[config.mk]
export PLATFORM = sky130hd
export DESIGN_NAME = serial_adder
export DESIGN_NICKNAME = d
export VERILOG_FILES = /design/src/rtl/adder_pkg.sv /design/src/rtl/digit_adder.sv /design/src/rtl/serial_adder.sv
export SDC_FILE = /design/constraint.sdc
export NUM_CORES = 1
export LEC_CHECK = 0
export BUFFER_PORTS_ARGS = -buffer_cell sky130_fd_sc_hd__buf_4
export CORE_UTILIZATION = 54
export DETAILED_ROUTE_END_ITERATION = 8
export MAX_ROUTING_LAYER = met4
export PLACE_DENSITY = 0.78
export SLEW_MARGIN = 40
export SYNTH_ARGS = -nofsm -noshare
export SYNTH_HDL_FRONTEND = slang
export SYNTH_SLANG_ARGS = --single-unit
export TNS_END_PERCENT = 100
[constraint.sdc]
create_clock -name clk -period 2 [get_ports clk]
set_input_delay 0.2 -clock clk [delete_from_list [all_inputs] [get_ports clk]]
set_output_delay 0.2 -clock clk [all_outputs]
set_load 0.01 [all_outputs]
[src/rtl/adder_pkg.sv]
// Shared types and sizing helpers for the digit-serial adder.
package adder_pkg;

    typedef enum logic [1:0] {
        IDLE = 2'd0,
        RUN  = 2'd1,
        DONE = 2'd2
    } state_t;

    localparam int MIN_CNT_W = 1;

    function automatic int ndig(input int width, input int digit);
        return width / digit;
    endfunction

    function automatic int cnt_width(input int n);
        return (n > 1) ? $clog2(n) : MIN_CNT_W;
    endfunction

endpackage

[src/rtl/digit_adder.sv]
// Combinational ripple of DIGIT full-adder cells; also exposes the carry into the top cell.
module digit_adder
    import adder_pkg::*;
#(
    parameter int DIGIT = 1
) (
    input  logic [DIGIT-1:0] x,
    input  logic [DIGIT-1:0] y,
    input  logic             cin,
    output logic [DIGIT-1:0] sum,
    output logic             cout,
    output logic             cmsb
);

    logic [DIGIT:0] c;

    assign c[0] = cin;

    for (genvar i = 0; i < DIGIT; i++) begin : g_fa
        assign sum[i]  = x[i] ^ y[i] ^ c[i];
        assign c[i+1]  = (x[i] & y[i]) | (c[i] & (x[i] ^ y[i]));
    end

    assign cout = c[DIGIT];
    assign cmsb = c[DIGIT-1];

endmodule

[src/rtl/serial_adder.sv]
// Digit-serial add/subtract, LSB digit first, with a start/ready/done handshake.
//   state | meaning
//   IDLE  | waiting for start, ready=1
//   RUN   | one digit per cycle through digit_adder, ready=0
//   DONE  | s/co/ovf just updated, done=1, ready=1 (back-to-back start allowed)
module serial_adder
    import adder_pkg::*;
#(
    parameter int WIDTH = 8,
    parameter int DIGIT = 1
) (
    input  logic             clk,
    input  logic             rst_n,
    input  logic             start,
    input  logic             sub,
    input  logic [WIDTH-1:0] a,
    input  logic [WIDTH-1:0] b,
    input  logic             ci,
    output logic             ready,
    output logic             done,
    output logic [WIDTH-1:0] s,
    output logic             co,
    output logic             ovf
);

    localparam int NDIG = ndig(WIDTH, DIGIT);
    localparam int CW   = cnt_width(NDIG);
    localparam logic [CW-1:0] LAST = CW'(NDIG - 1);

    if ((WIDTH < 2) || (DIGIT < 1) || ((WIDTH % DIGIT) != 0)) begin : g_bad_param
        $error("serial_adder: DIGIT must divide WIDTH and WIDTH must be >= 2");
    end

    state_t           state, state_nxt;
    logic [WIDTH-1:0] a_sh, b_sh, psum, psum_nxt;
    logic             carry;
    logic [CW-1:0]    cnt;
    logic [DIGIT-1:0] dsum;
    logic             dcout, dcmsb;
    logic             accept, last;

    assign accept = start & ready;
    assign last   = (state == RUN) && (cnt == LAST);

    digit_adder #(.DIGIT(DIGIT)) u_digit (
        .x    (a_sh[DIGIT-1:0]),
        .y    (b_sh[DIGIT-1:0]),
        .cin  (carry),
        .sum  (dsum),
        .cout (dcout),
        .cmsb (dcmsb)
    );

    // Sum digits enter at the top so the LSB digit lands at bit 0 after NDIG shifts.
    if (DIGIT == WIDTH) begin : g_full
        assign psum_nxt = dsum;
    end else begin : g_shift
        assign psum_nxt = {dsum, psum[WIDTH-1:DIGIT]};
    end

    always_ff @(posedge clk or negedge rst_n) begin
        if (!rst_n) state <= IDLE;
        else        state <= state_nxt;
    end

    always_comb begin
        state_nxt = state;
        case (state)
            IDLE:    if (start) state_nxt = RUN;
            RUN:     if (last)  state_nxt = DONE;
            DONE:    state_nxt = start ? RUN : IDLE;
            default: state_nxt = IDLE;
        endcase
    end

    always_comb begin
        ready = 1'b1;
        done  = 1'b0;
        case (state)
            RUN:     ready = 1'b0;
            DONE:    done  = 1'b1;
            default: ;
        endcase
    end

    always_ff @(posedge clk or negedge rst_n) begin
        if (!rst_n) begin
            a_sh  <= '0;
            b_sh  <= '0;
            psum  <= '0;
            carry <= 1'b0;
            cnt   <= '0;
            s     <= '0;
            co    <= 1'b0;
            ovf   <= 1'b0;
        end else if (accept) begin
            a_sh  <= a;
            b_sh  <= b ^ {WIDTH{sub}};
            carry <= sub | ci;
            cnt   <= '0;
        end else if (state == RUN) begin
            a_sh  <= a_sh >> DIGIT;
            b_sh  <= b_sh >> DIGIT;
            psum  <= psum_nxt;
            carry <= dcout;
            cnt   <= cnt + CW'(1);
            if (last) begin
                s   <= psum_nxt;
                co  <= dcout;
                ovf <= dcout ^ dcmsb;
            end
        end
    end

endmodule

Word level (Yosys, flattened, before mapping)
Cells that the tools add are included.
- $add $sub $neg: 1
- bitwise operators: 10
- reduce and logical (&&, ||, !) cells: 6
- multiplexer cells: 14
- equality and inequality tests: 5
- operator list (kind ; number):
    $mux W8 ; 4
    $xor A8 B8 Y8 ; 1
    $mux W3 ; 2
    $pmux W2 S3 ; 1
    $mux W1 ; 5
    $mux W2 ; 2
    $ne A2 B2 Y1 const B ; 2
    $reduce_and A2 Y1 ; 2
    $add A3 B1 Y3 const B ; 1
    $and A1 B1 Y1 ; 3
    $eq A3 B3 Y1 const B ; 1
    $reduce_and A3 Y1 ; 1
    $xor A1 B1 Y1 ; 3
    $eq A2 B1 Y1 const B ; 1
    $eq A2 B2 Y1 const B ; 1
    $logic_not A2 Y1 ; 1
    $or A1 B1 Y1 ; 2
    $reduce_bool A2 Y1 ; 1
    $logic_and A1 B1 Y1 ; 1
    $not A1 Y1 ; 1
- word-level logic and storage cells: 45
- register bits: 40
- input bits: 21
- output and inout bits: 12

Depth between registers and ports, before layout
Gate-level depths: netlist (run 1).
- word-level depth: 5
- mapped depth: 6
- gate-level depth less buffers: 5

By module
A second synthesis (run 1) with hierarchy kept.
- cell total of the unflattened synthesis: 159
- area, all modules: 1774.2 um^2
- modules (own cells, without submodules) (module ; seq. area each (um^2) ; instances ; area an instance (um^2) ; cells each):
    serial_adder ; 975.9 ; 1 ; 1746.7 ; 157
    digit_adder ; 0.0 ; 1 ; 27.5 ; 2

Worst setup path after synthesis (run 1)
Ideal clock, no wire load.
- path type: reg-to-reg
- start point: reg cnt[0]
- end point: reg co
- arrival time: 1339 ps
- path slack: 537 ps
- period minus slack after synthesis: 1463 ps
- stages on the path, launching flop included: 6
- setup time: 125 ps
- path through: dfrtp_1 -> ha_1 -> ha_1 -> nand3b_4 -> buf_6 -> mux2_2
- word-level cells in the longest chain between the ends: 3
- RTL lines (what ; line ; RTL):
    start: declaration ; serial_adder.sv:37 ; logic [CW-1:0] cnt;
    start signal: assignment ; serial_adder.sv:106 ; cnt <= cnt + CW'(1);
    $eq A3 B3 Y1 ; serial_adder.sv:43 ; assign last = (state == RUN) && (cnt == LAST);
    $logic_and A1 B1 Y1 ; serial_adder.sv:43 ;
    $reduce_and A3 Y1 (no source line) ; n/a ;
    end signal: assignment ; serial_adder.sv:109 ; co <= dcout;
    end: declaration ; serial_adder.sv:22 ; output logic co,
No other way between the ends.
A chain may end at the register's enable or synchronous reset.

Worst setup path in the final report (run 1)
- start point: reg state[0]
- end point: out ready
- word-level cells in the longest chain between the ends: 2
- RTL lines (what ; line ; RTL):
    start: declaration ; serial_adder.sv:34 ; state_t state, state_nxt;
    start signal: assignment ; serial_adder.sv:63 ; else state <= state_nxt;
    $eq A2 B1 Y1 ; serial_adder.sv:79 ; case (state)
    $mux W1 ; serial_adder.sv:79 ;
    end: declaration ; serial_adder.sv:19 ; output logic ready,
No other way between the ends.

==> results.md, run 1 <==
- DR WL/cell: approximately 13 um
- # port buffers: 32
- Filler Cell Count: between 200 and 300
- Startpoint Class: flip-flop
- H-tree levels: 2
- Hold WC Path Type: in2reg
- TritonCTS clock tree: done
- Slew @ Worst Pin: 0.4779 ns
- Final ANT Viol Nets: 0
- Final period util: between 80% and 90%
- CTS sink count: 39
- Min-Delay Endpoint: a_sh[7]
- Syn nets: ~180
- Reg area: just under 0.001 mm2
- Hold WS: between 0.1 and 0.15 ns
- Vias per cell: 5.030
- Cell Area, Synth: ~0.0018 mm2
- CP peak stage delay: ~0.44 ns
- Power Density: 1333 mW/mm2
- Reg2reg start: cnt[0]
- Hold Crit Depth: 3
- Sequential share of the synthesized area: between 50 and 60%
- CP Class: reg2out
- Total CTS buffers: 5
- Max-capacitance violation count: 0
- Post-Route Skew: 0.01046 ns
- Crit path depth: 3
- Layout Nets: approximately 210
- Worst-path cell chain: nor2b_2, inv_2, buf_4
- Vias in the first global route: 1178
- Critical Path AT: between 1.5 and 2 ns
- Crit path time final: roughly 1.8 ns
- RSZ-0062 raised after global routing: false
- Core area: 0.003078 mm2
- Placed wire-length estimate: 2189 um
- Hold_sp: a[7]
- Overflow after GRT: 0
- EDFF count, synth: 0
- Die Span X: 59.20 um
- Place WS: a little under 0.5 ns
- Initial DRT Pass Iterations: 4
- Synth Area per Inst: approximately 11 um2
- Initial core utilization: a little under three fifths
- Yosys warning count: 0
- Ys flop type: dfrtp_1
- Synth Register Bits: 39
- # DRC: 0
- Area occupied by multi-input gates: 698.2 um2
- Largest net degree at the start of global routing: 40
- Global placement routability congestion: 0.7884
- Final Total Pwr: around 0.0027 W
- Root buf cell: clkbuf_4
- Layout cells sized above 1: 28.42%
- Fraction of registers with async set/reset: between 90% and 100%
- Via count: approximately 1.2k
- Final worst slack: between 0.2 and 0.25 ns
- Area Growth Syn to Fin: 16.71%
- R2R depth: 4
- # diodes: 0
- Distinct cells, synth: 22
- Top Ports: 33
- CP Data Required Time: 1.80 ns
- F_max: roughly 560 MHz
- Gate Count Post-Synth: between 150 and 200
- Pleak: between 1 and 1.5 nW
- CP Max Fanout: 13
- Final hold vios: 0
- Clock transition at path regs: between 0.1 and 0.15 ns
- First-pass GRT wire length: ~5100 um
- Buf/Inv on CP: 2
- Worst reg2reg endpoint: s[6]
- Slew margin rel.: about two thirds
- Row cnt: 20
- Nature of the critical path endpoint: output port
- Starting DRT DRC Count: 33
- Status: finished, final reports clean
- Die Area: about 0.0035 mm2
- Family with the most delay on the worst path: flip-flops
- R2r setup slk: about 0.48 ns
- Final TNS setup: 0 ns
- Max Transition Viols Final: 0
- Critical-path top delay cell: dfrtp_1
- Antenna violations before repair: 0
- Longest Clk Path Bufs: 2
- Final-report setup violation count: 0
- Clk_lat worst skew: ~0.34 ns
- Max VDD drop: 0.0007818 V
- Core Util, Final: 66.99%
- Final WL: ~3000 um
- Setup bufs post-CTS: 0
- GRT Total Usage: around a fifth
- Height of the die: roughly 60 um
[worst register-to-register path: cells and delay by family (launching register included)]
family | cells | cell delay (ns)
adder cells (fa/ha/maj) | 2 | 0.45
multiplexers | 1 | 0.36
AND/OR/NAND/NOR | 1 | 0.18
flip-flops | 1 | 0.43
[how the worst max path moves through the flow]
stage                     endpoint  slack [ns]      from
after floorplan                 co        0.54    cnt[0]
after global placement        s[5]        0.55    cnt[0]
after detailed placement      s[4]        0.49    cnt[0]
after CTS                    ready        0.23  state[0]
after global routing         ready        0.13  state[0]
final                        ready        0.22  state[0]
[cell type report]
| type | instances | area share [%] |
|---|---|---|
| Sequential cell | 39 | 47.33 |
| Multi-Input combinational cell | 106 | 33.86 |
| Timing Repair Buffer | 35 | 12.86 |
| Tap cell | 44 | 2.670 |
| Clock buffer | 6 | 2.488 |
| Inverter | 3 | 0.5461 |
| Clock inverter | 1 | 0.2427 |
[power by group]
part,internal [W],switching [W]
Combinational,0.000478,0.000536
Sequential,0.00112,0.000209
Clock,0.000163,0.000241
[repair_timing]
item	CTS	global route
resized for setup	0	0
hold buffers	1	0
endpoints found under the hold margin	39	0
[placed cells by master (no fill, tap or decap), drive strengths merged, types with 2 or more instances in the layout]
cell	n
buf	34
clkbuf	6
dfrtp	39
ha	2
inv	3
mux2	9
mux2i	15
nand2	41
nor2b	2
o21ai	21
xnor2	2
xor2	7
[sequential cells by signal, indices dropped and copies added (netlist names)]
register / cells
a_sh: 8
b_sh: 8
s: 8
psum: 7
cnt: 3
state: 2
carry: 1
co: 1
ovf: 1
[layer usage]
metal	part of all wire (%)	GRT usage, %	wire length (um)
met4	1.2	6.122	37
met3	5.0	6.550	152
met5	0	-	0
met1	45	22.53	1347
met2	49	36.44	1482
[Yosys cell counts (2+ instances only)]
library cell  number  area share (%)
ha_1               2             1.4
xnor2_1            2            0.99
mux2_2             9             5.7
dfrtp_1           39              55
xor2_1             7             3.5
inv_1              2            0.43
buf_4              6             2.5
buf_6              3             1.9
o21ai_0           20             5.7
mux2i_1           15             8.5
nor2b_1            2            0.71
nand2_1           41             8.7
[metrics by stage]
stage | area [um2] | instances
after CTS | 2062 | 234
after detailed placement | 1996 | 226
after floorplan | 1767 | 158
final | 2062 | 234
after global placement | 1996 | 226
after global routing | 2062 | 234
[cell families (layout without fill, tap and decap cells)]
| logic type | count (synthesis) | after routing | synth area share [%] |
|---|---|---|---|
| AND/OR/NAND/NOR | 47 | 47 | 11.33 |
| AO/OA/AOI/OAI | 23 | 23 | 6.799 |
| adder cells (fa/ha/maj) | 3 | 3 | 2.549 |
| flip-flops | 39 | 39 | 55.24 |
| buffers and inverters | 13 | 45 | 5.382 |
| multiplexers | 24 | 24 | 14.24 |
| XOR/XNOR | 9 | 9 | 4.462 |
Note: power is estimated with default switching activity, not from simulation.
==> run 2, diff against run 1 <==
Settings changed: BUFFER_PORTS_ARGS -buffer_cell sky130_fd_sc_hd__buf_4 to -buffer_cell sky130_fd_sc_hd__buf_2.
==> run 2 against run 1 <==
Against the previous run:
- design area down 1.9%
- hold slack worse by 0.0011 ns
- routed wire length down 2.6%
- utilization down 1.3 points
- critical endpoint unchanged
- register-to-register slack better by 0.04 ns
- power up 2.0%
- die area unchanged
- critical path depth unchanged
- clock power up 34%
==> results.md, run 2 (synthesis gave the netlist of run 1 again) <==
- R2r setup slk: 0.52 ns (+0.04 ns)
- Cts repair resizes: 0 (unchanged)
- Crit path time final: 1.676 ns (-0.1031 ns)
- Setup bufs post-CTS: 0 (unchanged)
- DR WL/cell: 12.46 um (-3.4%)
- Vias in the first global route: 1216 (+3.2%)
- Height of the die: 59.20 um (unchanged)
- Worst-path cell chain: nor2b_2, inv_2, buf_2
- R2R depth: 4 (unchanged)
- # DRC: 0 (unchanged)
- Hold WS: 0.1072 ns (-0.001056 ns)
- Min-Delay Endpoint: a_sh[7]
- Final-report setup violation count: 0 (unchanged)
- Area Growth Syn to Fin: 14.45%
- Total CTS buffers: 5 (unchanged)
- CTS sink count: 39 (unchanged)
- H-tree levels: 2 (unchanged)
- Overflow after GRT: 0 (unchanged)
- Worst reg2reg endpoint: s[1]
- Via count: 1188 (+0.93%)
- Nature of the critical path endpoint: output port
- CP Class: reg2out
- Slew @ Worst Pin: 0.4768 ns (-0.001091 ns)
- Place WS: 0.5264 ns (+0.04021 ns)
- Vias per cell: 5.034 (about the same)
- Final worst slack: 0.3243 ns (+0.1031 ns)
- Initial DRT Pass Iterations: 4 (unchanged)
- Final ANT Viol Nets: 0 (unchanged)
- Placed wire-length estimate: 2095 um (-4.3%)
- CP peak stage delay: 0.45 ns (about the same)
- Startpoint Class: flip-flop
- Pleak: 1.058 nW (-0.24%)
- Max VDD drop: 0.0005302 V (-32%)
- Final hold vios: 0 (unchanged)
- Slew margin rel.: 68.21% (+0.073 points)
- Initial core utilization: 57.40% (unchanged)
- Critical Path AT: 1.48 ns (-0.10 ns)
- Layout Nets: 215 (+0.47%)
- # port buffers: 32 (unchanged)
- Hold_sp: a[7]
- F_max: 596.8 MHz (+6.2%)
- CP Max Fanout: 13 (unchanged)
- Filler Cell Count: 262 (+4.0%)
- GRT Total Usage: 21.10% (+0.25 points)
- Non-filler instance count after layout: 236 (+0.85%)
- Final period util: 83.78% (-5.2 points)
- Core Util, Final: 65.69% (-1.3 points)
- Most frequent cells in the layout: nand2_1 (41), dfrtp_1 (39), buf_2 (31)
- Largest registers: a_sh x8, b_sh x8, s x8
- Power Density: 1386 mW/mm2 (+4.0%)
- Hold Crit Depth: 3 (unchanged)
- Die Span X: 59.20 um (unchanged)
- Antenna violations before repair: 0 (unchanged)
- Clock transition at path regs: 0.11 ns (about the same)
- Max-capacitance violation count: 0 (unchanged)
- Status: finished, final reports clean
- Row cnt: 20 (unchanged)
- # diodes: 0 (unchanged)
- Critical-path top delay cell: dfrtp_1
- Reg2reg start: cnt[0]
- Longest Clk Path Bufs: 2 (unchanged)
- Post-Route Skew: 0.009316 ns (-0.001142 ns)
- TritonCTS clock tree: done
- Starting DRT DRC Count: 37 (+12%)
- Die Area: 0.003505 mm2 (unchanged)
- Core area: 0.003078 mm2 (unchanged)
- Top Ports: 33 (unchanged)
- Root buf cell: clkbuf_4
- Global placement routability congestion: 0.7473 (-5.2%)
- RSZ-0062 raised after global routing: false
- First-pass GRT wire length: 5188 um (+1.9%)
- Layout cells sized above 1: 29.17% (+0.75 points)
- Placed Cells: 227 (+0.44%)
- CP Data Required Time: 1.80 ns (about the same)
- Final TNS setup: 0 ns (unchanged)
- Most common cell after layout, fill and taps aside: nand2_1
- Clk_lat worst skew: 0.34 ns (about the same)
- Final WL: 2941 um (-2.6%)
- Hold WC Path Type: in2reg
- Largest net degree at the start of global routing: 40 (unchanged)
- Max Transition Viols Final: 0 (unchanged)
## run 2: changes by cell type in the layout (fill, tap and decap cells not counted)
| cell | delta |
|---|---|
| buf_2 | +31 |
| bufinv_16 | +1 |
| buf_4 | -30 |
## run 2: final cells by class
type	count	area (um2)	area share (%)
tap	44	55.05	2.723
inverter	3	11.26	0.5569
sequential	39	975.9	48.27
clock buffer	6	51.30	2.537
timing repair buffer	36	195.2	9.653
clock inverter	2	35.03	1.733
multi-input combinational	106	698.2	34.53
## run 2: per-layer routing
layer  routed length [um]  vias to the layer above  GRT usage (%)
met5                    0                        -              -
met4                   43                        0          7.143
met3                  149                        6          6.769
met2                 1531                       32          36.44
met1                 1217                      564          22.70
li1                     -                      586              -
## run 2: power by group
| part | total, W | switching (W) | internal, W |
|---|---|---|---|
| clock network | 0.000542 | 0.000247 | 0.000295 |
| logic | 0.000936 | 0.000523 | 0.000414 |
| registers | 0.00132 | 0.000203 | 0.00112 |
## run 2: what timing repair did
item	CTS	global route
hold buffers	1	0
setup endpoints to repair	0	0
endpoints found under the hold margin	39	0
## run 2: how the worst max path moves through the flow
stage | start | end | slack, ns
4_1_cts | state[0] | ready | 0.31
2_1_floorplan | cnt[0] | co | 0.54
5_1_grt | state[0] | ready | 0.24
3_5_place_dp | cnt[0] | s[7] | 0.53
3_3_place_gp | cnt[0] | s[2] | 0.56
6_report | state[0] | ready | 0.32
## run 2: per-stage QoR
step           instance area [um2]  power [W]
2_1_floorplan                 1767   0.002037
3_3_place_gp                  1923   0.002224
3_5_place_dp                  1923   0.002301
4_1_cts                       2019   0.002856
5_1_grt                       2022   0.003052
6_report                      2022   0.002803
## run 2: critical path: cells and delay by family (launching register included)
family | cells | cell delay, ns
buffers and inverters | 2 | 0.36
flip-flops | 1 | 0.45
AND/OR/NAND/NOR | 1 | 0.33
==> run 3, diff against run 2 <==
Settings changed: ABC_AREA from default to 1.
Clock period 2 ns to 1.69 ns, I/O delays scaled along.
==> run 3 against run 2 <==
Against the previous run:
- power increased by 19%
- hold slack got worse by 0.094 ns
- register-to-register slack got worse by 0.21 ns
- sequential share of layout area is 1.8 points lower
- via count rose by 23%
- design area is 4.0% higher
- routed wire length up 9.8%
- clock skew is 0.00089 ns lower
- utilization grew 1.5 points
- critical endpoint unchanged
- non-clock buffer count up 2
- count of clock-buffer cells in the layout unchanged
==> results.md, run 3 <==
- Status: finished, final reports clean
- Largest registers: a_sh x8, b_sh x8, s x8
- Reg area: 975.9 um2 (unchanged)
- Clock transition at path regs: 0.11 ns (about the same)
- Antenna violations before repair: 0 (unchanged)
- EDFF count, synth: 0 (unchanged)
- Hold_sp: a[3]
- Simple logic cell fraction of the synthesized area: 29.26% (+18 points)
- Height of the die: 60.08 um (+1.5%)
- Largest family of logic cells by synthesized area: simple AND/OR/NAND/NOR gates
- Via count: 1463 (+23%)
- Post-synth top cells: nand2_1 (83), dfrtp_1 (39), nand3_1 (34)
- Hold Crit Depth: 3 (unchanged)
- Cell Area, Synth: 0.001822 mm2 (+3.1%)
- Post-synthesis mux area share: 0% (-14 points)
- Vias per cell: 4.993 (-0.81%)
- Initial DRT Pass Iterations: 4 (unchanged)
- Row cnt: 20 (unchanged)
- Final TNS setup: 0 ns (unchanged)
- GRT Total Usage: 23.69% (+2.6 points)
- # DRC: 0 (unchanged)
- Longest Clk Path Bufs: 2 (unchanged)
- Reg2reg start: cnt[0]
- DR WL/cell: 11.02 um (-12%)
- CP Class: reg2out
- Final WL: 3230 um (+9.8%)
- Max Transition Viols Final: 0 (unchanged)
- Core area: 0.003128 mm2 (+1.6%)
- CP Max Fanout: 27 (+14)
- Slew margin rel.: 68.38% (+0.17 points)
- Hold WS: 0.01298 ns (-0.09426 ns)
- Adder-Cell Fraction of Synth Area: 2.473% (-0.077 points)
- Distinct cells, synth: 22 (unchanged)
- Sequential share of the synthesized area: 53.57% (-1.7 points)
- Place WS: 0.2435 ns (-0.2829 ns)
- Slew @ Worst Pin: 0.4743 ns (-0.002490 ns)
- Yosys top cell by area: dfrtp_1
- Hold WC Path Type: in2reg
- Starting DRT DRC Count: 61 (+65%)
- Total CTS buffers: 5 (unchanged)
- Final period util: just over 90%
- Area Growth Syn to Fin: 15.38%
- R2R depth: 6 (+2)
- CTS sink count: 39 (unchanged)
- # diodes: 0 (unchanged)
- Largest net degree at the start of global routing: 28 (-30%)
- Gate Count Post-Synth: 212 (+34%)
- Layout cells sized above 1: 22.89% (-6.3 points)
- Most frequent cells in the layout: nand2_1 (83), dfrtp_1 (39), nand3_1 (34)
- Filler Cell Count: 267 (+1.9%)
- Critical Path AT: 1.38 ns (-0.10 ns)
- Yosys top cell area share: 53.57% (-1.7 points)
- Crit path time final: roughly 1.6 ns
- Final Total Pwr: 0.003329 W (+19%)
- Layout Nets: 273 (+27%)
- # port buffers: 32 (unchanged)
- Ys flop type: dfrtp_1
- Final hold vios: 0 (unchanged)
- Top Ports: 33 (unchanged)
- Complex-gate fraction of the synthesized area: 6.387% (-0.41 points)
- Global placement routability congestion: 0.7422 (-0.68%)
- Final worst slack: 0.1372 ns (-0.1871 ns)
- Initial core utilization: 58.24% (+0.84 points)
- Min-Delay Endpoint: a_sh[3]
- Die Span X: 60.08 um (+1.5%)
- Most frequent cell after synthesis: nand2_1
- Worst reg2reg endpoint: s[0]
- Power Density: 1584 mW/mm2 (+14%)
- Vias in the first global route: 1342 (+10%)
- RSZ-0062 raised after global routing: false
- Overflow after GRT: 0 (unchanged)
- Synth Register Bits: 39 (unchanged)
- Synth Area per Inst: 8.593 um2 (-23%)
- Post-Route Skew: 0.008428 ns (-0.0008881 ns)
- First-pass GRT wire length: 5858 um (+13%)
- Max VDD drop: 0.0006971 V (+31%)
- Nature of the critical path endpoint: output port
- Syn nets: 236 (+30%)
- F_max: roughly 640 MHz
- Fraction of registers with async set/reset: 100.0% (unchanged)
- Clk_lat worst skew: 0.36 ns (+0.02 ns)
- Root buf cell: clkbuf_4
- Post-Synth XOR/XNOR Area: 0.9615% (-3.5 points)
- Setup bufs post-CTS: 0 (unchanged)
- Pleak: 1.164 nW (+10%)
- CP Data Required Time: 1.52 ns (-0.28 ns)
- Max-capacitance violation count: 0 (unchanged)
- R2r setup slk: 0.31 ns (-0.21 ns)
- Yosys warning count: 0 (unchanged)
- Most common cell after layout, fill and taps aside: nand2_1
- Area occupied by multi-input gates: 716.9 um2 (+2.7%)
- Area contributors post-synth: dfrtp_1 (54%), nand2_1 (17%), nand3_1 (9.3%)
- Startpoint Class: flip-flop
- Final ANT Viol Nets: 0 (unchanged)
- Die Area: 0.003610 mm2 (+3.0%)
- Placed wire-length estimate: 2355 um (+12%)
- Final-report setup violation count: 0 (unchanged)
- TritonCTS clock tree: done
- H-tree levels: 2 (unchanged)
run 3: changes by cell type in the layout (fill, tap and decap cells not counted), sizes merged, moves of 5 or more:
cell and delta:
mux2 -9, xor2 -5, nand2 +44, inv +17, nand3 +33, mux2i -15
o21ai -7
run 3: layout make-up:
class                   instances  share of cell area (%)
clock inverters                 1                  0.2381
flip-flops and latches         39                   46.43
repair buffers                 38                   10.60
inverters                      20                   3.571
well taps                      44                   2.619
multi-input cells             145                   34.11
clock buffers                   6                   2.440
run 3: metrics by stage:
| stage | cell area, um2 | util [%] | std cells |
|---|---|---|---|
| global placement | 2021 | 64.60 | 284 |
| finish | 2102 | 67.20 | 293 |
| floorplan | 1822 | - | 212 |
| global route | 2102 | 67.20 | 293 |
| detailed placement | 2021 | 64.60 | 284 |
| CTS | 2087 | 66.72 | 292 |
run 3: timing repair:
action	in CTS	in global routing
endpoints found under the hold margin	19	1
hold buffers	1	1
endpoints found under the setup margin	0	1
resized for setup	0	1
run 3: cell families after synthesis:
group                    after synthesis
AND/OR/NAND/NOR                      123
AO/OA/AOI/OAI                         17
buffers and inverters                 28
flip-flops                            39
XOR/XNOR                               2
adder cells (fa/ha/maj)                3
run 3: critical path, stage by stage, from the launching register on:
cell and delay, ns:
dfrtp_1 0.48, inv_1 0.14, nand2_4 0.23, buf_2 0.18
run 3: how the worst max path moves through the flow:
stage          slack (ns)       to     start
2_1_floorplan        0.44      ovf     carry
3_3_place_gp         0.29  b_sh[0]  state[1]
3_5_place_dp         0.24  b_sh[0]  state[1]
4_1_cts             0.001    ready  state[1]
5_1_grt              0.05    ready  state[1]
6_report             0.14    ready  state[1]
run 3: routing by layer:
| metal | track usage (%) | vias up | routed length (um) |
|---|---|---|---|
| li1 | - | 743 | - |
| met1 | 29.20 | 686 | 1531 |
| met2 | 36.67 | 27 | 1525 |
| met3 | 7.792 | 7 | 124 |
| met4 | 7.973 | 0 | 49 |
| met5 | - | - | 0 |
run 3: power breakdown:
part           total, W  switching (W)  internal [W]
Sequential      0.00155       0.000230       0.00132
Clock          0.000488       0.000295      0.000193
Combinational   0.00129       0.000785      0.000507
